===== src/rtl/mem_bus_arbiter_if.sv =====
// Bus bundle between the two CPU masters, the arbiter and the memory regions.
// The slave view is the arbiter's; the master view is for whatever drives the CPU side.
interface mem_bus_arbiter_if;
  logic        i_req;
  logic [31:0] i_addr;
  logic        i_ack;
  logic        i_err;
  logic [31:0] i_rdata;

  logic        d_req;
  logic [31:0] d_addr;
  logic        d_we;
  logic [3:0]  d_be;
  logic [31:0] d_wdata;
  logic        d_ack;
  logic        d_err;
  logic [31:0] d_rdata;

  logic [31:0] mem_addr;
  logic        mem_we;
  logic [3:0]  mem_be;
  logic [31:0] mem_wdata;
  logic [31:0] mem_rdata;
  logic        bram_sel;
  logic        sram_sel;
  logic        flash_sel;
  logic        periph_sel;
  logic        busy;

  modport slave (
    input  i_req, i_addr, d_req, d_addr, d_we, d_be, d_wdata, mem_rdata,
    output i_ack, i_err, i_rdata, d_ack, d_err, d_rdata,
           mem_addr, mem_we, mem_be, mem_wdata,
           bram_sel, sram_sel, flash_sel, periph_sel, busy
  );

  modport master (
    output i_req, i_addr, d_req, d_addr, d_we, d_be, d_wdata, mem_rdata,
    input  i_ack, i_err, i_rdata, d_ack, d_err, d_rdata,
           mem_addr, mem_we, mem_be, mem_wdata,
           bram_sel, sram_sel, flash_sel, periph_sel, busy
  );
endinterface


===== src/rtl/mem_bus_arbiter.sv =====
// Round-robin arbiter between fetch and data masters with 64 KiB region decode
// and per-region wait states; one access in flight at a time.
module mem_bus_arbiter #(
  parameter logic [3:0] BRAM_WS   = 4'd0,
  parameter logic [3:0] SRAM_WS   = 4'd1,
  parameter logic [3:0] FLASH_WS  = 4'd3,
  parameter logic [3:0] PERIPH_WS = 4'd1
) (
  input logic               clk,
  input logic               rst_n,
  mem_bus_arbiter_if.slave  bus
);

  typedef enum logic [1:0] {IDLE, ACCESS, DONE} state_t;

  state_t      state;
  logic        grant_d;
  logic        last_d;
  logic [3:0]  wait_cnt;

  logic        any_req;
  logic        pick_d;
  logic [31:0] pick_addr;
  logic [3:0]  dec_sel;
  logic [3:0]  dec_ws;

  // On a tie the master that was not served last wins.
  always_comb begin
    any_req   = bus.i_req | bus.d_req;
    pick_d    = bus.d_req & (~bus.i_req | ~last_d);
    pick_addr = pick_d ? bus.d_addr : bus.i_addr;
    dec_sel   = 4'b0000;
    dec_ws    = 4'd0;
    case (pick_addr[31:16])
      16'h0000: begin dec_sel = 4'b0001; dec_ws = BRAM_WS;   end
      16'h0001: begin dec_sel = 4'b0010; dec_ws = SRAM_WS;   end
      16'h0002: begin dec_sel = 4'b0100; dec_ws = FLASH_WS;  end
      16'h0003: begin dec_sel = 4'b1000; dec_ws = PERIPH_WS; end
      default:  begin dec_sel = 4'b0000; dec_ws = 4'd0;      end
    endcase
  end

  always_ff @(posedge clk or negedge rst_n) begin
    if (!rst_n) begin
      state         <= IDLE;
      grant_d       <= 1'b0;
      last_d        <= 1'b1;
      wait_cnt      <= 4'd0;
      bus.i_ack     <= 1'b0;
      bus.i_err     <= 1'b0;
      bus.i_rdata   <= 32'd0;
      bus.d_ack     <= 1'b0;
      bus.d_err     <= 1'b0;
      bus.d_rdata   <= 32'd0;
      bus.mem_addr  <= 32'd0;
      bus.mem_we    <= 1'b0;
      bus.mem_be    <= 4'd0;
      bus.mem_wdata <= 32'd0;
      bus.bram_sel  <= 1'b0;
      bus.sram_sel  <= 1'b0;
      bus.flash_sel <= 1'b0;
      bus.periph_sel <= 1'b0;
      bus.busy      <= 1'b0;
    end else begin
      case (state)
        IDLE: begin
          if (any_req) begin
            grant_d       <= pick_d;
            bus.mem_addr  <= pick_addr;
            bus.mem_be    <= pick_d ? bus.d_be : 4'hF;
            bus.mem_wdata <= pick_d ? bus.d_wdata : 32'd0;
            bus.busy      <= 1'b1;
            if (dec_sel != 4'b0000) begin
              {bus.periph_sel, bus.flash_sel, bus.sram_sel, bus.bram_sel} <= dec_sel;
              bus.mem_we <= pick_d & bus.d_we;
              wait_cnt   <= dec_ws;
              state      <= ACCESS;
            end else begin
              // Unmapped: skip the bus entirely and report the error next cycle.
              if (pick_d) begin
                bus.d_ack <= 1'b1;
                bus.d_err <= 1'b1;
              end else begin
                bus.i_ack <= 1'b1;
                bus.i_err <= 1'b1;
              end
              state <= DONE;
            end
          end
        end

        ACCESS: begin
          if (wait_cnt != 4'd0) begin
            wait_cnt <= wait_cnt - 4'd1;
          end else begin
            {bus.periph_sel, bus.flash_sel, bus.sram_sel, bus.bram_sel} <= 4'b0000;
            bus.mem_we <= 1'b0;
            if (grant_d) begin
              bus.d_ack   <= 1'b1;
              bus.d_rdata <= bus.mem_we ? 32'd0 : bus.mem_rdata;
            end else begin
              bus.i_ack   <= 1'b1;
              bus.i_rdata <= bus.mem_rdata;
            end
            state <= DONE;
          end
        end

        DONE: begin
          bus.i_ack   <= 1'b0;
          bus.i_err   <= 1'b0;
          bus.i_rdata <= 32'd0;
          bus.d_ack   <= 1'b0;
          bus.d_err   <= 1'b0;
          bus.d_rdata <= 32'd0;
          bus.busy    <= 1'b0;
          last_d      <= grant_d;
          state       <= IDLE;
        end

        default: state <= IDLE;
      endcase
    end
  end

endmodule


===== src/flat_wrapper.sv =====
// flat-port wrapper written by rule: the top's interface ports become plain ports
module mem_bus_arbiter_flat 
#(
  parameter logic [3:0] BRAM_WS   = 4'd0,
  parameter logic [3:0] SRAM_WS   = 4'd1,
  parameter logic [3:0] FLASH_WS  = 4'd3,
  parameter logic [3:0] PERIPH_WS = 4'd1
)
  (clk, rst_n, bus_i_req, bus_i_addr, bus_d_req, bus_d_addr, bus_d_we, bus_d_be, bus_d_wdata, bus_mem_rdata, bus_i_ack, bus_i_err, bus_i_rdata, bus_d_ack, bus_d_err, bus_d_rdata, bus_mem_addr, bus_mem_we, bus_mem_be, bus_mem_wdata, bus_bram_sel, bus_sram_sel, bus_flash_sel, bus_periph_sel, bus_busy);
  mem_bus_arbiter_if bus_i ();
  input logic clk;
  input logic rst_n;
  input wire logic [$bits(bus_i.i_req)-1:0] bus_i_req;
  input wire logic [$bits(bus_i.i_addr)-1:0] bus_i_addr;
  input wire logic [$bits(bus_i.d_req)-1:0] bus_d_req;
  input wire logic [$bits(bus_i.d_addr)-1:0] bus_d_addr;
  input wire logic [$bits(bus_i.d_we)-1:0] bus_d_we;
  input wire logic [$bits(bus_i.d_be)-1:0] bus_d_be;
  input wire logic [$bits(bus_i.d_wdata)-1:0] bus_d_wdata;
  input wire logic [$bits(bus_i.mem_rdata)-1:0] bus_mem_rdata;
  output wire logic [$bits(bus_i.i_ack)-1:0] bus_i_ack;
  output wire logic [$bits(bus_i.i_err)-1:0] bus_i_err;
  output wire logic [$bits(bus_i.i_rdata)-1:0] bus_i_rdata;
  output wire logic [$bits(bus_i.d_ack)-1:0] bus_d_ack;
  output wire logic [$bits(bus_i.d_err)-1:0] bus_d_err;
  output wire logic [$bits(bus_i.d_rdata)-1:0] bus_d_rdata;
  output wire logic [$bits(bus_i.mem_addr)-1:0] bus_mem_addr;
  output wire logic [$bits(bus_i.mem_we)-1:0] bus_mem_we;
  output wire logic [$bits(bus_i.mem_be)-1:0] bus_mem_be;
  output wire logic [$bits(bus_i.mem_wdata)-1:0] bus_mem_wdata;
  output wire logic [$bits(bus_i.bram_sel)-1:0] bus_bram_sel;
  output wire logic [$bits(bus_i.sram_sel)-1:0] bus_sram_sel;
  output wire logic [$bits(bus_i.flash_sel)-1:0] bus_flash_sel;
  output wire logic [$bits(bus_i.periph_sel)-1:0] bus_periph_sel;
  output wire logic [$bits(bus_i.busy)-1:0] bus_busy;
  assign bus_i.i_req = bus_i_req;
  assign bus_i.i_addr = bus_i_addr;
  assign bus_i.d_req = bus_d_req;
  assign bus_i.d_addr = bus_d_addr;
  assign bus_i.d_we = bus_d_we;
  assign bus_i.d_be = bus_d_be;
  assign bus_i.d_wdata = bus_d_wdata;
  assign bus_i.mem_rdata = bus_mem_rdata;
  assign bus_i_ack = bus_i.i_ack;
  assign bus_i_err = bus_i.i_err;
  assign bus_i_rdata = bus_i.i_rdata;
  assign bus_d_ack = bus_i.d_ack;
  assign bus_d_err = bus_i.d_err;
  assign bus_d_rdata = bus_i.d_rdata;
  assign bus_mem_addr = bus_i.mem_addr;
  assign bus_mem_we = bus_i.mem_we;
  assign bus_mem_be = bus_i.mem_be;
  assign bus_mem_wdata = bus_i.mem_wdata;
  assign bus_bram_sel = bus_i.bram_sel;
  assign bus_sram_sel = bus_i.sram_sel;
  assign bus_flash_sel = bus_i.flash_sel;
  assign bus_periph_sel = bus_i.periph_sel;
  assign bus_busy = bus_i.busy;
  mem_bus_arbiter #(.BRAM_WS(BRAM_WS), .SRAM_WS(SRAM_WS), .FLASH_WS(FLASH_WS), .PERIPH_WS(PERIPH_WS)) u_core (.clk(clk), .rst_n(rst_n), .bus(bus_i));
endmodule

===== config.mk =====
export PLATFORM = sky130hd
export DESIGN_NAME = mem_bus_arbiter_flat
export DESIGN_NICKNAME = d
export VERILOG_FILES = /design/src/rtl/mem_bus_arbiter_if.sv /design/src/rtl/mem_bus_arbiter.sv /design/src/flat_wrapper.sv
export SDC_FILE = /design/constraint.sdc
export NUM_CORES = 1
export LEC_CHECK = 0
export CAP_MARGIN = 20
export CORE_MARGIN = 10
export CORE_UTILIZATION = 30
export DETAILED_ROUTE_END_ITERATION = 12
export PLACE_DENSITY = 0.63
export SLEW_MARGIN = 40
export SYNTH_ARGS = -nofsm -noshare
export SYNTH_HDL_FRONTEND = slang
export SYNTH_SLANG_ARGS = --single-unit
export TNS_END_PERCENT = 1

===== constraint.sdc =====
create_clock -name clk -period 2.4 [get_ports clk]
set_input_delay 0.36 -clock clk [delete_from_list [all_inputs] [get_ports clk]]
set_output_delay 0.36 -clock clk [all_outputs]
set_load 0.005 [all_outputs]

Yosys cells after proc, flatten, opt, wreduce, memory -nomap -nowiden
Index checks and enable logic that the tools add are counted.
Operators by class
  add/sub/neg operators: 1
  eq/ne operators: 14
  multiplexer cells: 52
  bitwise gates (word level): 6
  reduce and logical (&&, ||, !) cells: 20
Operators by type and width (count)
  32-bit two-way mux: 7
  32-bit one-hot mux with 2 select lines: 2
  16-bit by 2-bit == test with 1-bit output, second input constant: 2
  1-bit two-way mux: 22
  16-bit by 1-bit == test with 1-bit output, second input constant: 1
  16-bit zero test: 1
  4-bit two-way mux: 4
  1-bit one-hot mux with 2 select lines: 8
  4-bit one-hot mux with 4 select lines: 1
  4-bit AND reduction: 4
  6-bit AND reduction: 2
  2-bit by 1-bit != test with 1-bit output, second input constant: 5
  2-bit != test, second input constant: 4
  2-bit one-hot mux with 2 select lines: 2
  4-bit one-hot mux with 2 select lines: 1
  4-bit nonzero test: 2
  2-bit two-way mux: 3
  1-bit one-hot mux with 3 select lines: 2
  2-bit AND reduction: 3
  3-bit AND reduction: 2
  2-bit nonzero test: 3
  4-bit by 1-bit subtractor with 4-bit output, second input constant: 1
  3-bit nonzero test: 1
  1-bit bitwise AND: 2
  6 further kinds: 8
Storage, ports and cells
  register bits: 150
  output and inout port bits: 142
  logic and storage cells: 112

Depth between registers and ports, before layout
Gate-level depths: netlist of run 1.
  depth after elaboration: 10
  gate-level depth with buffers: 8
  depth with buffers taken out: 6

Worst setup path before layout of run 1
No wires, ideal clock.
  kind: register to register
  from: register u_core.wait_cnt[0]
  to: register u_core.bus.i_rdata[10]
  setup time: 0.126 ns
  arrival: 1.799 ns
  required time: 2.274 ns
  path slack: 0.475 ns
  stages on the path, launching flop included: 8
  buffers on the path: 2
  path through: dfrtp_1 inv_1 ha_1 or3b_1 buf_2 o31ai_4 clkbuf_2 o21ai_0
On the way
  cells in the longest elaborated chain, start to end: 3
RTL lines
  from (decl): line mem_bus_arbiter.sv:19  | logic [3:0] wait_cnt;
  from (signal assigned): line mem_bus_arbiter.sv:76  | wait_cnt <= dec_ws;
  from (signal assigned): line mem_bus_arbiter.sv:94  | wait_cnt <= wait_cnt - 4'd1;
  4-bit nonzero test: line mem_bus_arbiter.sv:93  | if (wait_cnt != 4'd0) begin
  2-bit != test (no source line)
  3-bit AND reduction (no source line)
  to (signal assigned): line mem_bus_arbiter.sv:103  | bus.i_rdata <= bus.mem_rdata;
  to (decl): line mem_bus_arbiter_if.sv:32  | output i_ack, i_err, i_rdata, d_ack, d_err, d_rdata,
Every way passes these cells.
A chain may end at the register's enable or synchronous reset.

Worst setup path in the final report of run 1
  from: register u_core.wait_cnt[0]
  to: register u_core.bus.i_rdata[5]
Same word-level chain as after synthesis.

==> flow_summary_export.csv, run 1 <==
group,metric,value,unit
global_routing,grt_pass1_wl,32.8,mm
global_routing,met3_usage,7.44,%
clock_network,clockBufferDepth,2,
final_layout,design_area,10100,um^2
placed_design,pre_cts_slack,0.153,ns
floorplan,dieArea,27100,um^2
floorplan,dieWidth,165,um
global_routing,grt_overflow,0,
setup_path,cp.arrival,2.35,ns
setup_path,cp_slowest_stage_delay,0.48,ns
logic_synthesis,synth.net_count,747,
sta,rsz0062_at_grt,"no",
logic_synthesis,yosysWarnings,0,
sta,fin_setup_tns,0,ns
power_and_ir_drop,leakage,4.26,nW
clock_network,path_clk_slew,0.07,ns
logic_synthesis,synth_area_leaders,"dfrtp_1, o21ai_0, nand2_1",
final_layout,drive_above_1_share,6.48,%
sta,layout_min_cycle_time,2.02,ns
hold_path,hold_path.class,"input port to async pin",
logic_synthesis,ys_ff_latch,150,
power_and_ir_drop,irDropWorstVdd,0.000409,V
setup_path,start_kind,"register",
placed_design,globalplace.congestion,0.812,
clock_network,cts_root_buf,"clkbuf_16",
global_routing,grt_usage,15.5,%
logic_synthesis,synthArstFlopShare,100,%
clock_network,hold_buffers,1,
floorplan,start_util,30.8,%
detailed_routing,drtIter0Drc,270,
logic_synthesis,syn_area,6280,um^2
floorplan,die_y,165,um
sta,period_share,84.1,%
detailed_routing,wire_per_inst,18.2,um
detailed_routing,ant_nets,0,
floorplan,io_pins,279,
final_layout,area_delta_synth_final,60.2,%
detailed_routing,viasPerCell,4.64,
global_routing,met2_usage,23.0,%
logic_synthesis,synthDistinctLibCells,40,
detailed_routing,drt_first_pass_iters,4,
sta,slew_viol_final,0,
clock_network,post_cts_buffers,0,
clock_network,cts_made_buffers,17,
sta,fmax,495,MHz
power_and_ir_drop,p_per_area,754,nW/um^2
floorplan,placementRows,52,
sta,setup_viol,0,
sta,fin_ws,0.381,ns
outcome,outcome,"finished, final reports clean",
sta,whs,0.452,ns
setup_path,cp_max_fo,64,
setup_path,cp_slowest_cell,"or3b_1",
sta,worstMarginPinSlew,0.537,ns
floorplan,core,20400,um^2
logic_synthesis,ys_seq_area_share,59.8,%
global_routing,top_usage_layer,"met2",
clock_network,cts_repair_resize_count,0,
global_routing,grt_pass1_vias,5670,
global_routing,grt_max_degree,65,
logic_synthesis,netlist.top_cell.by_area,"dfrtp_1",
logic_synthesis,synth-main-ff-cell,"dfrtp_1",
logic_synthesis,syn_avg_cell_area,10.3,um^2
setup_path,required,2.73,ns
detailed_routing,wl,21.2,mm
clock_network,htreeDepth,4,
run,maxCapViolations,0,
logic_synthesis,synth_cells,608,
logic_synthesis,synth_edf_count,0,
placed_design,port-buffer-count,278,
detailed_routing,num_vias,5415,
placed_design,dp_hpwl,15.9,mm
clock_network,cts_sinks,150,
final_layout,nNetsFinal,1021,
sta,skew,0.00912,ns
final_layout,utilization,49.3,%
clock_network,cts_tree,"built",
clock_network,clock_latency,0.42,ns
final_layout,fill_cells,1957,
logic_synthesis,synth_top_area_share,59.3,%
setup_path,criticalPathCategory,"register to register",
detailed_routing,drc,0,
global_routing,antenna_found_initial,1,
sta,hold_viol_final,0,
setup_path,crit_chain,"inv_1 -> ha_1 -> or3b_1 -> o31ai_4 -> buf_12 -> nand3_1 -> o21ai_0",
sta,relSlewSlack,64.1,%
setup_path,critPathCaptureType,"register",
global_routing,use_met1,19.5,%
placed_design,post_dp_cell_area,9440,um^2
==> power by group <==
part / leakage, nW / switching, mW / total, mW / internal [mW]
logic: 2.07 / 0.708 / 1.73 / 1.02
clock network: 0.295 / 1.11 / 2.79 / 1.68
registers: 1.90 / 0.208 / 3.07 / 2.87
==> cell usage in the layout (no fill, tap or decap), types with 3 or more instances in the layout <==
| master | Yosys | layout |
|---|---|---|
| clkinv_4 | 0 | 4 |
| o22a_1 | 5 | 5 |
| buf_12 | 0 | 5 |
| dfrtp_1 | 149 | 149 |
| a22o_1 | 32 | 32 |
| clkbuf_16 | 0 | 17 |
| buf_4 | 2 | 12 |
| nor2_1 | 12 | 11 |
| nor3_1 | 3 | 3 |
| a21oi_1 | 3 | 3 |
| inv_6 | 0 | 3 |
| nand2b_1 | 3 | 3 |
| o21ai_1 | 8 | 7 |
| nand2_1 | 115 | 115 |
| clkdlybuf4s50_1 | 0 | 277 |
| inv_1 | 35 | 35 |
| bufinv_16 | 0 | 3 |
| nand3_1 | 37 | 37 |
| o21ai_0 | 93 | 93 |
| mux2i_1 | 39 | 39 |
| nor4_1 | 6 | 6 |
==> metal layers <==
| metal | up-vias | share of wire, % | wire length [um] |
|---|---|---|---|
| li1 | 2638 | - | - |
| met1 | 2534 | 43 | 9220 |
| met2 | 227 | 43 | 9150 |
| met3 | 16 | 12 | 2540 |
| met4 | 0 | 1.4 | 304 |
| met5 | - | 0 | 0 |
==> stage by stage <==
step	power, mW	instances
3_3_place_gp	4.86	1132
3_5_place_dp	4.88	1132
4_1_cts	7.72	1165
2_1_floorplan	3.67	608
6_report	7.59	1166
5_1_grt	8.00	1165
==> worst paths after layout <==
path,to,depth (start not counted),slack [ns],from
min,u_core.bus.d_rdata[25],2,0.45,rst_n
min reg2reg,u_core.bus.mem_addr[18],2,0.48,u_core.bus.mem_addr[18]
max reg2reg,u_core.bus.i_rdata[5],7,0.38,u_core.wait_cnt[0]
min in group clk,u_core.bus.mem_addr[18],2,0.48,u_core.bus.mem_addr[18]
max in group asynchronous,u_core.bus.mem_addr[17],3,1.25,rst_n
max,u_core.bus.i_rdata[5],7,0.38,u_core.wait_cnt[0]
==> logic make-up (layout without fill, tap and decap cells) <==
kind of cell	count (synthesis)	after routing	synth area share (%)
AO/OA/AOI/OAI	152	152	15.1
XOR/XNOR	2	2	0.279
adder cells (fa/ha/maj)	2	2	0.398
buffers and inverters	76	363	5.26
flip-flops	150	150	59.8
multiplexers	41	41	6.57
other	0	1	0
AND/OR/NAND/NOR	185	185	12.6
==> registers in the layout (all words and copies together) (netlist names) <==
name                   cells
u_core.bus.d_rdata        32
u_core.bus.i_rdata        32
u_core.bus.mem_addr       32
u_core.bus.mem_wdata      32
u_core.bus.mem_be          4
u_core.wait_cnt            4
u_core.state               2
u_core.bus.bram_sel        1
u_core.bus.busy            1
u_core.bus.d_ack           1
u_core.bus.d_err           1
u_core.bus.flash_sel       1
u_core.bus.i_ack           1
u_core.bus.i_err           1
u_core.bus.mem_we          1
u_core.bus.periph_sel      1
u_core.bus.sram_sel        1
u_core.grant_d             1
u_core.last_d              1
==> critical path, delay by kind of cell (launching register included) <==
family	cells	cell delay, ns
buffers and inverters	2	0.38
adder cells (fa/ha/maj)	1	0.15
AND/OR/NAND/NOR	2	0.60
AO/OA/AOI/OAI	2	0.38
flip-flops	1	0.40
==> cell usage after synthesis, types with 2 or more instances <==
| master | count |
|---|---|
| o21ai_0 | 93 |
| nor4_1 | 6 |
| xor2_1 | 2 |
| inv_1 | 35 |
| ha_1 | 2 |
| nor2b_1 | 2 |
| nand2_1 | 115 |
| nor3_1 | 3 |
| a22o_1 | 32 |
| mux2_2 | 2 |
| a31oi_1 | 2 |
| o22a_1 | 5 |
| buf_4 | 2 |
| dfrtp_1 | 149 |
| and3_1 | 2 |
| nand4_1 | 2 |
| o21ai_1 | 8 |
| buf_2 | 10 |
| nor2_1 | 12 |
| clkbuf_1 | 23 |
| buf_6 | 3 |
| a21oi_1 | 3 |
| mux2i_1 | 39 |
| nand3_1 | 37 |
| clkbuf_2 | 2 |
| nand2b_1 | 3 |
==> area by class of cell <==
class                      count  area [um^2]  area share (%)
timing repair buffer         296         2980            29.7
inverter                      35          131            1.31
sequential                   150         3750            37.3
clock inverter                13          171            1.70
antenna                        1         2.50          0.0249
multi-input combinational    382         2240            22.2
tap                          270          338            3.36
clock buffer                  19          443            4.40
(Power assumes the default switching activity.)
==> run 2: changes to the inputs <==
==> constraint.sdc (replaced) <==
create_clock -name clk -period 1.9 [get_ports clk]
set_input_delay 0.285 -clock clk [delete_from_list [all_inputs] [get_ports clk]]
set_output_delay 0.285 -clock clk [all_outputs]
set_load 0.005 [all_outputs]
==> run 2 against run 1 <==
- the run now ends with setup timing left
- flip-flop and latch count is the same
- worst hold slack lost 0.10 ns
- maximum frequency grew 5.5%
- combinational power grew 38%
- critical path type unchanged
- largest cell class unchanged
==> flow_summary_export.csv, run 2 (synthesis gave the netlist of run 1 again) <==
group,metric,value,unit
placed_design,dp_hpwl,16.1,mm
setup_path,critPathCaptureType,"register",
clock_network,cts_made_buffers,17,
floorplan,dieArea,27100,um^2
global_routing,grt_usage,15.3,%
clock_network,clock_latency,0.41,ns
power_and_ir_drop,switching_share,27.4,%
final_layout,design_area,10400,um^2
power_and_ir_drop,p_int,6.92,mW
outcome,violations,"setup timing",
placed_design,dp.cells,1151,
floorplan,placementRows,52,
detailed_routing,wl,22.1,mm
sta,whs,0.352,ns
floorplan,start_util,30.8,%
detailed_routing,wire_per_inst,18.5,um
detailed_routing,drtIter0Drc,219,
sta,relSlewSlack,71.9,%
detailed_routing,drc,0,
power_and_ir_drop,p_sw,2.61,mW
sta,fin_setup_tns,-0.0183,ns
power_and_ir_drop,combPwrFrac,25.0,%
floorplan,dieWidth,165,um
final_layout,mostFrequentLayoutCells,"clkdlybuf4s50_1, dfrtp_1, nand2_1",
power_and_ir_drop,leakage,4.43,nW
sta,setup_viol,2,
final_layout,diodes,0,
clock_network,path_clk_slew,0.06,ns
sta,slew_viol_final,0,
sta,skew,0.0105,ns
setup_path,criticalPathCategory,"register to register",
clock_network,cts_root_buf,"clkbuf_16",
power_and_ir_drop,p_per_area,913,nW/um^2
power_and_ir_drop,p_seq_share,40.7,%
clock_network,clockBufferDepth,2,
global_routing,grt_overflow,0,
power_and_ir_drop,total_power,9.53,mW
clock_network,cts_sinks,150,
detailed_routing,ant_nets,0,
clock_network,cts_tree,"built",
floorplan,die_y,165,um
setup_path,cp.arrival,2.25,ns
setup_path,start_kind,"register",
global_routing,grt_max_degree,65,
outcome,outcome,"finished, violations left",
sta,hold_viol_final,0,
power_and_ir_drop,p_clk_share,34.3,%
setup_path,required,2.23,ns
placed_design,pre_cts_slack,-0.287,ns
sta,layout_min_cycle_time,1.91,ns
placed_design,port-buffer-count,278,
power_and_ir_drop,irDropWorstVdd,0.000533,V
sta,fmax,522,MHz
detailed_routing,viasPerCell,4.64,
sta,worstMarginPinSlew,0.422,ns
sta,fin_ws,-0.0144,ns
placed_design,post_dp_cell_area,9640,um^2
global_routing,grt_pass1_vias,5841,
sta,period_share,101,%
clock_network,htreeDepth,4,
run,maxCapViolations,0,
detailed_routing,num_vias,5541,
floorplan,core,20400,um^2
final_layout,utilization,51.1,%
final_layout,layout_commonest_cell,"clkdlybuf4s50_1",
sta,rsz0062_at_grt,"yes",
global_routing,antenna_found_initial,0,
detailed_routing,drt_first_pass_iters,4,
hold_path,hold_path.class,"input port to async pin",
final_layout,area_delta_synth_final,66.0,%
placed_design,globalplace.congestion,0.821,
setup_path,cp_max_fo,16,
floorplan,io_pins,279,
final_layout,drive_above_1_share,10.8,%
global_routing,grt_pass1_wl,32.4,mm
final_layout,nNetsFinal,1049,
final_layout,instances_no_fill,1193,
## run 2: per-layer routing
| metal | wire [um] | global-route usage, % | part of all wire [%] |
|---|---|---|---|
| met1 | 9280 | 18.8 | 42 |
| met2 | 9830 | 23.1 | 44 |
| met3 | 2890 | 8.56 | 13 |
| met4 | 109 | 2.90 | 0.49 |
| met5 | 0 | 0 | 0 |
## run 2: worst max-delay path, stage by stage, from the launching register on
cell and delay, ns:
dfrtp_1 0.41, inv_2 0.09, ha_4 0.13, or3b_4 0.39, o31ai_4 0.30, buf_6 0.19, buf_12 0.16, nand3_1 0.08
o21ai_1 0.09
## run 2: path summary, 6_finish.rpt
kind	slack (ns)	cells past startpoint	end	from
hold reg to reg	0.47	2	u_core.bus.d_rdata[15]	u_core.bus.d_rdata[15]
max in group asynchronous	0.88	3	u_core.bus.mem_addr[22]	rst_n
min in group clk	0.45	2	u_core.bus.mem_be[1]	bus_d_be[1]
hold / removal	0.35	2	u_core.bus.d_rdata[1]	rst_n
setup / recovery	-0.01	8	u_core.bus.i_rdata[24]	u_core.wait_cnt[1]
setup reg to reg	-0.01	8	u_core.bus.i_rdata[24]	u_core.wait_cnt[1]
## run 2: cell type report
type | instances | area (um^2)
Fill cell | 1860 | 10000
Inverter | 35 | 131
Timing Repair Buffer | 324 | 3330
Clock buffer | 19 | 453
Tap cell | 270 | 338
Multi-Input combinational cell | 382 | 2300
Clock inverter | 13 | 124
Sequential cell | 150 | 3750
## run 2: power by group through the flow
| stage | clock network (mW) | registers [mW] | logic, mW |
|---|---|---|---|
| floorplan | 0 | 3.93 | 0.708 |
| global placement | 0 | 3.92 | 2.29 |
| detailed placement | 0 | 3.92 | 2.31 |
| CTS | 3.38 | 3.88 | 2.31 |
| global route | 3.51 | 3.93 | 2.61 |
| finish | 3.27 | 3.88 | 2.38 |
## run 2: repair_timing
| action | CTS | global route |
|---|---|---|
| hold buffers | 1 | 0 |
| pin swaps | 0 | 1 |
| endpoints found under the setup margin | 2 | 33 |
| buffers inserted | 0 | 4 |
| endpoints found under the hold margin | 39 | 0 |
| cloned | 0 | 5 |
| gates resized for setup | 1 | 39 |
